$ cat src/rtl/flag_pkg.sv
// flag_pkg: shared types and constants for the LEGv8 condition-flag controller.
`default_nettype none
package flag_pkg;

  typedef enum logic [1:0] {
    BR_NONE = 2'b00,
    BR_COND = 2'b01,
    BR_CBZ  = 2'b10,
    BR_CBNZ = 2'b11
  } br_type_t;

  typedef enum logic [3:0] {
    COND_EQ = 4'b0000, COND_NE = 4'b0001,
    COND_HS = 4'b0010, COND_LO = 4'b0011,
    COND_MI = 4'b0100, COND_PL = 4'b0101,
    COND_VS = 4'b0110, COND_VC = 4'b0111,
    COND_HI = 4'b1000, COND_LS = 4'b1001,
    COND_GE = 4'b1010, COND_LT = 4'b1011,
    COND_GT = 4'b1100, COND_LE = 4'b1101,
    COND_AL = 4'b1110, COND_NV = 4'b1111
  } cond_t;

  localparam int FLAG_N = 3;
  localparam int FLAG_Z = 2;
  localparam int FLAG_C = 1;
  localparam int FLAG_V = 0;

  typedef logic [0:0] state_t;
  localparam state_t RUN  = 1'b0;
  localparam state_t HOLD = 1'b1;

endpackage
`default_nettype wire

$ cat src/rtl/flag_ctrl_if.sv
// flag_ctrl_if: ALU-flag, decode-branch and resolution signals of the flag controller.
`default_nettype none
interface flag_ctrl_if;
  logic       ex_valid;
  logic       ex_setflags;
  logic       alu_negative;
  logic       alu_zero;
  logic       alu_carry;
  logic       alu_overflow;
  logic [1:0] id_br_type;
  logic [3:0] id_cond;
  logic       id_reg_zero;
  logic       flush;
  logic       stall;
  logic       br_valid;
  logic       br_taken;
  logic [3:0] flags;

  modport master (
    output ex_valid, ex_setflags, alu_negative, alu_zero, alu_carry, alu_overflow,
    output id_br_type, id_cond, id_reg_zero, flush,
    input  stall, br_valid, br_taken, flags
  );

  modport slave (
    input  ex_valid, ex_setflags, alu_negative, alu_zero, alu_carry, alu_overflow,
    input  id_br_type, id_cond, id_reg_zero, flush,
    output stall, br_valid, br_taken, flags
  );
endinterface
`default_nettype wire

$ cat src/rtl/flag_ctrl_cond_eval.sv
// cond_eval: combinational B.cond predicate over {N,Z,C,V}.
`default_nettype none
module cond_eval
  import flag_pkg::*;
(
  input  logic [3:0] cond_i,
  input  logic [3:0] flags_i,
  output logic       taken_o
);

  logic n, z, c, v;
  assign n = flags_i[FLAG_N];
  assign z = flags_i[FLAG_Z];
  assign c = flags_i[FLAG_C];
  assign v = flags_i[FLAG_V];

  always_comb begin
    taken_o = 1'b1;
    case (cond_t'(cond_i))
      COND_EQ: taken_o = z;
      COND_NE: taken_o = !z;
      COND_HS: taken_o = c;
      COND_LO: taken_o = !c;
      COND_MI: taken_o = n;
      COND_PL: taken_o = !n;
      COND_VS: taken_o = v;
      COND_VC: taken_o = !v;
      COND_HI: taken_o = c & !z;
      COND_LS: taken_o = !c | z;
      COND_GE: taken_o = (n == v);
      COND_LT: taken_o = (n != v);
      COND_GT: taken_o = !z & (n == v);
      COND_LE: taken_o = z | (n != v);
      COND_AL: taken_o = 1'b1;
      COND_NV: taken_o = 1'b1;
    endcase
  end

endmodule
`default_nettype wire

$ cat src/rtl/flag_ctrl.sv
// flag_ctrl: NZCV register, branch resolution and flag-hazard stall for LEGv8.
// FLAG_FWD_EN: resolve hazard B.cond from live ALU flags instead of stalling.
`default_nettype none
module flag_ctrl
  import flag_pkg::*;
(
  input  logic       clk,
  input  logic       reset,
  flag_ctrl_if.slave bus
);

  state_t     state_q, state_d;
  logic [3:0] flags_q;
  logic       br_valid_q, br_taken_q;

  logic       setf, hazard, hold_req, stall_c, resolved, taken_c, cond_taken;
  logic [3:0] alu_flags, eval_flags;
  br_type_t   br_type;

  assign setf      = bus.ex_valid & bus.ex_setflags;
  assign alu_flags = {bus.alu_negative, bus.alu_zero, bus.alu_carry, bus.alu_overflow};
  assign br_type   = br_type_t'(bus.id_br_type);
  assign hazard    = (br_type == BR_COND) & setf;

`ifdef FLAG_FWD_EN
  assign eval_flags = hazard ? alu_flags : flags_q;
  assign hold_req   = 1'b0;
`else
  assign eval_flags = flags_q;
  assign hold_req   = hazard;
`endif

  cond_eval u_cond_eval (
    .cond_i  (bus.id_cond),
    .flags_i (eval_flags),
    .taken_o (cond_taken)
  );

  always_comb begin
    case (br_type)
      BR_COND: taken_c = cond_taken;
      BR_CBZ:  taken_c = bus.id_reg_zero;
      BR_CBNZ: taken_c = !bus.id_reg_zero;
      default: taken_c = 1'b0;
    endcase
  end

  always_comb begin
    state_d  = RUN;
    stall_c  = 1'b0;
    resolved = 1'b0;
    case (state_q)
      RUN: begin
        if (hold_req) begin
          state_d = HOLD;
          stall_c = 1'b1;
        end else begin
          resolved = (br_type != BR_NONE);
        end
      end
      HOLD: begin
        // Flags were refreshed last edge; only a fresh setflags in EX re-stalls.
        if (hold_req) begin
          state_d = HOLD;
          stall_c = 1'b1;
        end else begin
          resolved = (br_type != BR_NONE);
        end
      end
      default: state_d = RUN;
    endcase
    if (bus.flush) begin
      state_d = RUN;
      stall_c = 1'b0;
    end
  end

  always_ff @(posedge clk or posedge reset) begin
    if (reset) begin
      state_q    <= RUN;
      flags_q    <= 4'b0000;
      br_valid_q <= 1'b0;
      br_taken_q <= 1'b0;
    end else begin
      state_q    <= state_d;
      if (setf) flags_q <= alu_flags;
      br_valid_q <= resolved & !bus.flush;
      br_taken_q <= resolved & taken_c & !bus.flush;
    end
  end

  assign bus.stall    = stall_c & !reset;
  assign bus.br_valid = br_valid_q;
  assign bus.br_taken = br_taken_q;
  assign bus.flags    = flags_q;

endmodule
`default_nettype wire

$ cat src/flat_wrapper.sv
// flat-port wrapper written by rule: the top's interface ports become plain ports
module flag_ctrl_flat import flag_pkg::*;
  (clk, reset, bus_ex_valid, bus_ex_setflags, bus_alu_negative, bus_alu_zero, bus_alu_carry, bus_alu_overflow, bus_id_br_type, bus_id_cond, bus_id_reg_zero, bus_flush, bus_stall, bus_br_valid, bus_br_taken, bus_flags);
  flag_ctrl_if bus_i ();
  input  logic clk;
  input  logic reset;
  input wire logic [$bits(bus_i.ex_valid)-1:0] bus_ex_valid;
  input wire logic [$bits(bus_i.ex_setflags)-1:0] bus_ex_setflags;
  input wire logic [$bits(bus_i.alu_negative)-1:0] bus_alu_negative;
  input wire logic [$bits(bus_i.alu_zero)-1:0] bus_alu_zero;
  input wire logic [$bits(bus_i.alu_carry)-1:0] bus_alu_carry;
  input wire logic [$bits(bus_i.alu_overflow)-1:0] bus_alu_overflow;
  input wire logic [$bits(bus_i.id_br_type)-1:0] bus_id_br_type;
  input wire logic [$bits(bus_i.id_cond)-1:0] bus_id_cond;
  input wire logic [$bits(bus_i.id_reg_zero)-1:0] bus_id_reg_zero;
  input wire logic [$bits(bus_i.flush)-1:0] bus_flush;
  output wire logic [$bits(bus_i.stall)-1:0] bus_stall;
  output wire logic [$bits(bus_i.br_valid)-1:0] bus_br_valid;
  output wire logic [$bits(bus_i.br_taken)-1:0] bus_br_taken;
  output wire logic [$bits(bus_i.flags)-1:0] bus_flags;
  assign bus_i.ex_valid = bus_ex_valid;
  assign bus_i.ex_setflags = bus_ex_setflags;
  assign bus_i.alu_negative = bus_alu_negative;
  assign bus_i.alu_zero = bus_alu_zero;
  assign bus_i.alu_carry = bus_alu_carry;
  assign bus_i.alu_overflow = bus_alu_overflow;
  assign bus_i.id_br_type = bus_id_br_type;
  assign bus_i.id_cond = bus_id_cond;
  assign bus_i.id_reg_zero = bus_id_reg_zero;
  assign bus_i.flush = bus_flush;
  assign bus_stall = bus_i.stall;
  assign bus_br_valid = bus_i.br_valid;
  assign bus_br_taken = bus_i.br_taken;
  assign bus_flags = bus_i.flags;
  flag_ctrl u_core (.clk(clk), .reset(reset), .bus(bus_i));
endmodule
$ cat config.mk
export PLATFORM = sky130hd
export DESIGN_NAME = flag_ctrl_flat
export DESIGN_NICKNAME = d
export VERILOG_FILES = /design/src/rtl/flag_pkg.sv /design/src/rtl/flag_ctrl_if.sv /design/src/rtl/flag_ctrl_cond_eval.sv /design/src/rtl/flag_ctrl.sv /design/src/flat_wrapper.sv
export SDC_FILE = /design/constraint.sdc
export NUM_CORES = 1
export LEC_CHECK = 0
export ABC_CLOCK_PERIOD_IN_PS = 1450
export BUFFER_PORTS_ARGS = -buffer_cell sky130_fd_sc_hd__buf_4
export CAP_MARGIN = 20
export CORE_AREA = 2 2 39 41
export CTS_CLUSTER_SIZE = 20
export DETAILED_ROUTE_END_ITERATION = 10
export DIE_AREA = 0 0 41 43
export PLACE_DENSITY = 0.77
export SLEW_MARGIN = 20
export SYNTH_ARGS = -nofsm -noshare
export SYNTH_HDL_FRONTEND = slang
export SYNTH_SLANG_ARGS = --single-unit
$ cat constraint.sdc
create_clock -name clk -period 1.45 [get_ports clk]
set_input_delay 0.145 -clock clk [delete_from_list [all_inputs] [get_ports clk]]
set_output_delay 0.145 -clock clk [all_outputs]
set_load 0.03 [all_outputs]
==> flow_summary.json, run 1 <==
{
  "status": "finished, final reports clean",
  "critPathCaptureType": "register",
  "cts_tree": "built",
  "slew_headroom_pct": 81.9,
  "min_from": "bus_flush",
  "synth_area_leaders": "dfrtp_1 (31%), mux2_2 (9.2%), a21oi_1 (5.1%), and4bb_1 (5.1%), mux2i_1 (4.1%)",
  "syn_avg_cell_area_um2": 9.43,
  "drt_iter0_drc": 5,
  "finalCriticalPeriod_ns": 1.42,
  "grt_start_max_net_pins": 13,
  "yosysMostFrequentCell": "dfrtp_1",
  "finalSetupViolations": 0,
  "first_pass_iters": 2,
  "insertedDiodeCount": 0,
  "r2r-start": "u_core.bus.flags[2]",
  "worst-path-buf-inv": 0,
  "critPathLaunchType": "register",
  "finalCoreUtilization_pct": 52.0,
  "ys_seq_area_share_pct": 30.6,
  "dp.cells": 88,
  "startpoint": "u_core.bus.flags[2]",
  "post-dp-hpwl_um": 884,
  "nets": 94,
  "fin_cells": 92,
  "worst_pin_slew_ns": 0.268,
  "io_pins": 23,
  "synth_top_area_share_pct": 30.6,
  "synth_nets": 68,
  "cts_root_buf": "clkbuf_4",
  "synth_cell_type_count": 29,
  "cp.required_ns": 1.58,
  "drc": 0,
  "grt_pass1_vias": 428,
  "drt-wirelength-per-cell_um": 12.9,
  "crit_chain": "or4_4 > o21ai_2 > a311oi_1 > o31a_1",
  "crit_fanout": 6,
  "cpLargestDelayFamily": "simple AND/OR/NAND/NOR gates",
  "fin_ws_ns": 0.0335,
  "muxShareOfSynthArea_pct": 13.3,
  "clock_sinks": 6,
  "grt-ovfl-total": 0,
  "synth-seq-cells": 6,
  "yosys.area_share.simple_pct": 25.3,
  "power.leakage_nw": 0.334,
  "yosysTopAreaCell": "dfrtp_1",
  "die_w_um": 41,
  "synth_compound_area_share_pct": 20.4,
  "vias": 501,
  "yosysWarnings": 0,
  "synth_xor_area_share_pct": 3.57,
  "hold_viol_final": 0,
  "grt_pass1_wl_um": 1840,
  "h-tree-depth": 1,
  "critPathSlowestCell": "or4_4",
  "clock_skew_ns": 0.00787,
  "ant_nets": 0,
  "clockBufferDepth": 2,
  "grtUsageTotal_pct": 15.4,
  "antenna_found_initial": 0,
  "cp.arrival_ns": 1.55,
  "slowest_delay_ns": 0.54,
  "clkSlewWorstSetupHoldPaths_ns": 0.05,
  "synth_cells": 52,
  "n_fill_cell": 133,
  "die_area_um2": 1760,
  "critical_path_class": "reg2reg",
  "routabilityCongestion": 0.691,
  "finalWirelength_um": 1190,
  "maxCapViolCount": 0,
  "fin_crit_sh_pct": 97.7,
  "timing.hold.worst.class": "in2reg",
  "post-cts-setup-buffers": 0,
  "synth_fa_ha_area_share_pct": 0,
  "drv_slew": 0,
  "async_flop_share_pct": 100,
  "core_um2": 1380,
  "start_util_pct": 35.4,
  "syn_to_final_growth_pct": 46.7,
  "drive_above_1_share_pct": 51.3,
  "netlist_area_um2": 490,
  "fp.dieH_um": 43,
  "dpl_worst_slack_ns": -0.00168,
  "fp-row-count": 14,
  "synth_top_family_by_area": "simple AND/OR/NAND/NOR gates",
  "max_freq_mhz": 706,
  "ir_worst_vdd_mv": 0.573,
  "power_density_nw_per_um2": 857,
  "synth_enable_flop_cells": 0,
  "synth.cells.most_frequent": "dfrtp_1 (6), a21oi_1 (5), mux2_2 (4)",
  "rsz0062_at_grt": "yes",
  "io_buffer_count": 22,
  "viasPerCell": 5.45,
  "numCtsBuffers": 3,
  "worst_skew_pair.late_latency_ns": 0.25,
  "hold_ws_ns": 0.0914,
  "synth_flop_cell": "dfrtp_1"
}
-- cell usage in the layout (no fill, tap or decap), drive strengths merged, types with 2 or more instances in the layout --
master and instances:
a21o 2, nor3 2, nand2 3, mux2i 2, a311oi 2, nor4b 2, mux2 4, o21ai 3
inv 2, and4bb 2, dfrtp 6, clkbuf 3, buf 23, a21oi 5
-- path summary, 6_finish.rpt --
kind	endpoint	slack, ns	cells after the start
setup / recovery	u_core.bus.br_taken	0.03	4
hold / removal	u_core.bus.br_valid	0.09	2
setup reg to reg	u_core.bus.br_taken	0.03	4
hold reg to reg	u_core.bus.flags[2]	0.59	1
max in group asynchronous	u_core.bus.flags[3]	0.83	3
min in group asynchronous	u_core.bus.br_taken	0.39	3
-- area by class of cell --
class | instances | area (um^2) | share of cell area [%]
sequential | 6 | 155 | 21.6
clock buffer | 3 | 22.5 | 3.13
inverter | 2 | 7.51 | 1.04
timing repair buffer | 24 | 183 | 25.4
tap | 16 | 20.0 | 2.78
multi-input combinational | 41 | 332 | 46.1
-- sequential cells by signal, indices dropped and copies added, names as in the netlist --
signal,cells
u_core.bus.flags,4
u_core.bus.br_taken,1
u_core.bus.br_valid,1
-- metrics by stage --
step,setup TNS [ns],power [mW],area [um^2]
final,0,0.617,719
after global routing,-0.0301,0.660,719
after CTS,0,0.610,694
after detailed placement,-0.00168,0.449,662
after global placement,0,0.443,662
after floorplan,-0.0210,0.361,499
-- where the power goes --
group / total [mW] / switching, mW / internal, mW / leakage, nW
Clock: 0.154 / 0.0600 / 0.0936 / 0.0138
Combinational: 0.238 / 0.116 / 0.122 / 0.251
Sequential: 0.225 / 0.0330 / 0.192 / 0.0687
-- metal layers --
layer / global-route usage [%] / vias to the layer above / part of all wire, %
li1: - / 250 / -
met1: 23.1 / 240 / 47
met2: 19.7 / 11 / 46
met3: 5.24 / 0 / 6.5
met4: 6.00 / 0 / 0
met5: 0 / - / 0
-- kinds of logic (layout without fill, tap and decap cells) --
family          after synthesis  after routing
simple gates                 18             18
xor+xnor                      2              2
mux                           6              6
flops                         6              6
compound gates               15             15
buf+inv                       5             29
-- repair_timing --
item	4_1_cts	5_1_grt
resized for setup	1	6
hold buffers	1	0
endpoints found under the setup margin	1	2
pin swaps	0	0
endpoints found under the hold margin	6	0
Note: power is estimated with default switching activity, not from simulation.
==> inputs of run 2 (changes only) <==
PLACE_DENSITY = 0.68   (was 0.77)
==> run 2 against run 1 <==
Utilization rose by 0.27 points. First-iteration DRC count rose to 3.2 times the previous value. Worst setup slack got worse by 0.014 ns. Global-route usage fell by 0.54 points. Die area did not move. Clock skew fell by 0.0051 ns. Total power rose by 1.1%. Cell area rose by 0.52%. Sequential share of layout area fell by 0.11 points. Largest cell class unchanged. Largest power group unchanged. Register-to-register slack barely moved. Worst hold slack improved by 0.013 ns. Critical path depth did not move.
==> flow_summary.json, run 2 (synthesized netlist as in run 1, its figures left out) <==
{
  "status": "finished, final reports clean",
  "dpl_worst_slack_ns": 0.00875,
  "critical_path_class": "reg2reg",
  "clockBufferDepth": 2,
  "critPathLaunchType": "register",
  "fin_crit_sh_pct": 98.6,
  "slowest_delay_ns": 0.55,
  "crit_fanout": 6,
  "drc": 0,
  "worst_skew_pair.late_latency_ns": 0.24,
  "io_pins": 23,
  "clock_skew_ns": 0.00274,
  "clock_sinks": 6,
  "regArea_um2": 155,
  "drive_above_1_share_pct": 48.1,
  "routabilityCongestion": 0.702,
  "cpLargestDelayFamily": "simple AND/OR/NAND/NOR gates",
  "cts_tree": "built",
  "fp-row-count": 14,
  "post-cts-setup-buffers": 0,
  "die_area_um2": 1760,
  "io_buffer_count": 22,
  "viasPerCell": 5.46,
  "ant_nets": 0,
  "insertedDiodeCount": 0,
  "cp.required_ns": 1.58,
  "syn_to_final_growth_pct": 47.4,
  "start_util_pct": 35.4,
  "finalSetupViolations": 0,
  "mostFrequentLayoutCells": "buf_4 (23), mux2_2 (4), a21oi_1 (4), dfrtp_2 (4)",
  "grt_pass1_vias": 415,
  "drt-wirelength-per-cell_um": 13.1,
  "drt_iter0_drc": 16,
  "grt_start_max_net_pins": 13,
  "core_um2": 1380,
  "antenna_found_initial": 0,
  "crit_chain": "or4_1 > o21ai_2 > a311oi_1 > o31a_1",
  "worst_pin_slew_ns": 0.298,
  "rsz0062_at_grt": "yes",
  "critPathCaptureType": "register",
  "fin_ws_ns": 0.0198,
  "cp.arrival_ns": 1.56,
  "die_w_um": 41,
  "power_density_nw_per_um2": 862,
  "fp.dieH_um": 43,
  "worst-path-buf-inv": 0,
  "clkSlewWorstSetupHoldPaths_ns": 0.05,
  "finalWirelength_um": 1220,
  "design_area_um2": 723,
  "max_freq_mhz": 699,
  "grt-ovfl-total": 0,
  "numCtsBuffers": 3,
  "finalCriticalPeriod_ns": 1.43,
  "grt_pass1_wl_um": 1790,
  "multiInputGateArea_um2": 329,
  "ir_worst_vdd_mv": 0.539,
  "n_fill_cell": 127,
  "h-tree-depth": 1,
  "power.leakage_nw": 0.340,
  "timing.hold.worst.class": "in2reg",
  "drv_slew": 0,
  "slew_headroom_pct": 80.1,
  "grtUsageTotal_pct": 14.8,
  "nets": 94,
  "first_pass_iters": 4,
  "post_dp_cell_area_um2": 662,
  "largest_reg_flops": 4,
  "maxCapViolCount": 0,
  "vias": 508,
  "final_common_cell": "buf_4",
  "cts_root_buf": "clkbuf_4",
  "critPathSlowestCell": "or4_1",
  "post-dp-hpwl_um": 893,
  "hold_viol_final": 0
}
[run 2: changes by cell type in the layout (fill, tap and decap cells not counted), sizes merged]
cell and delta:
dlygate4sd3 -1, clkbuf +1, dlymetal6s4s +1
[run 2: path summary, 6_finish.rpt]
| path | start | to | slack [ns] | cells after the start |
|---|---|---|---|---|
| setup / recovery | u_core.bus.flags[2] | u_core.bus.br_taken | 0.02 | 4 |
| hold / removal | bus_flush | u_core.bus.br_valid | 0.10 | 2 |
| setup reg to reg | u_core.bus.flags[2] | u_core.bus.br_taken | 0.02 | 4 |
| hold reg to reg | u_core.bus.flags[2] | u_core.bus.flags[2] | 0.58 | 1 |
| max in group asynchronous | reset | u_core.bus.flags[1] | 1.13 | 3 |
| min in group asynchronous | reset | u_core.bus.flags[0] | 0.11 | 3 |
[run 2: layout make-up]
type                    count  area share, %
multi-input cells          41           45.5
repair buffers             24           25.6
flip-flops and latches      6           21.5
clock buffers               4           3.63
well taps                  16           2.77
inverters                   2           1.04
[run 2: power breakdown]
part	internal [mW]	switching, mW	leakage (nW)	total, mW
logic	0.117	0.117	0.256	0.235
registers	0.192	0.0294	0.0687	0.221
clock network	0.104	0.0625	0.0150	0.167
total	0.414	0.209	0.340	0.623
[run 2: through the flow]
stage          setup TNS, ns  hold WS, ns  util [%]  total power [mW]  std cells
2_1_floorplan        -0.0210      -0.0643         -             0.361         52
3_5_place_dp               0       0.0895      47.8             0.449         88
5_1_grt              -0.0544       0.0951      52.3             0.666         93
6_report                   0        0.104      52.3             0.623         93
3_3_place_gp        -0.00677       0.0897      47.8             0.445         88
4_1_cts                    0       0.0655      50.5             0.627         93
[run 2: what timing repair did]
item | in CTS | in global routing
pin swaps | 0 | 0
gates resized for setup | 1 | 5
hold buffers | 1 | 0
gates cloned | 0 | 0
setup endpoints to repair | 1 | 2
hold endpoints to repair | 6 | 0
[run 2: per-layer routing]
| metal | up-vias | GRT usage (%) | share of wire, % |
|---|---|---|---|
| met4 | 0 | 8.00 | 1.3 |
| met2 | 25 | 20.3 | 47 |
| met1 | 232 | 20.7 | 43 |
| met5 | - | 0 | 0 |
| met3 | 2 | 3.66 | 8.9 |
| li1 | 249 | - | - |
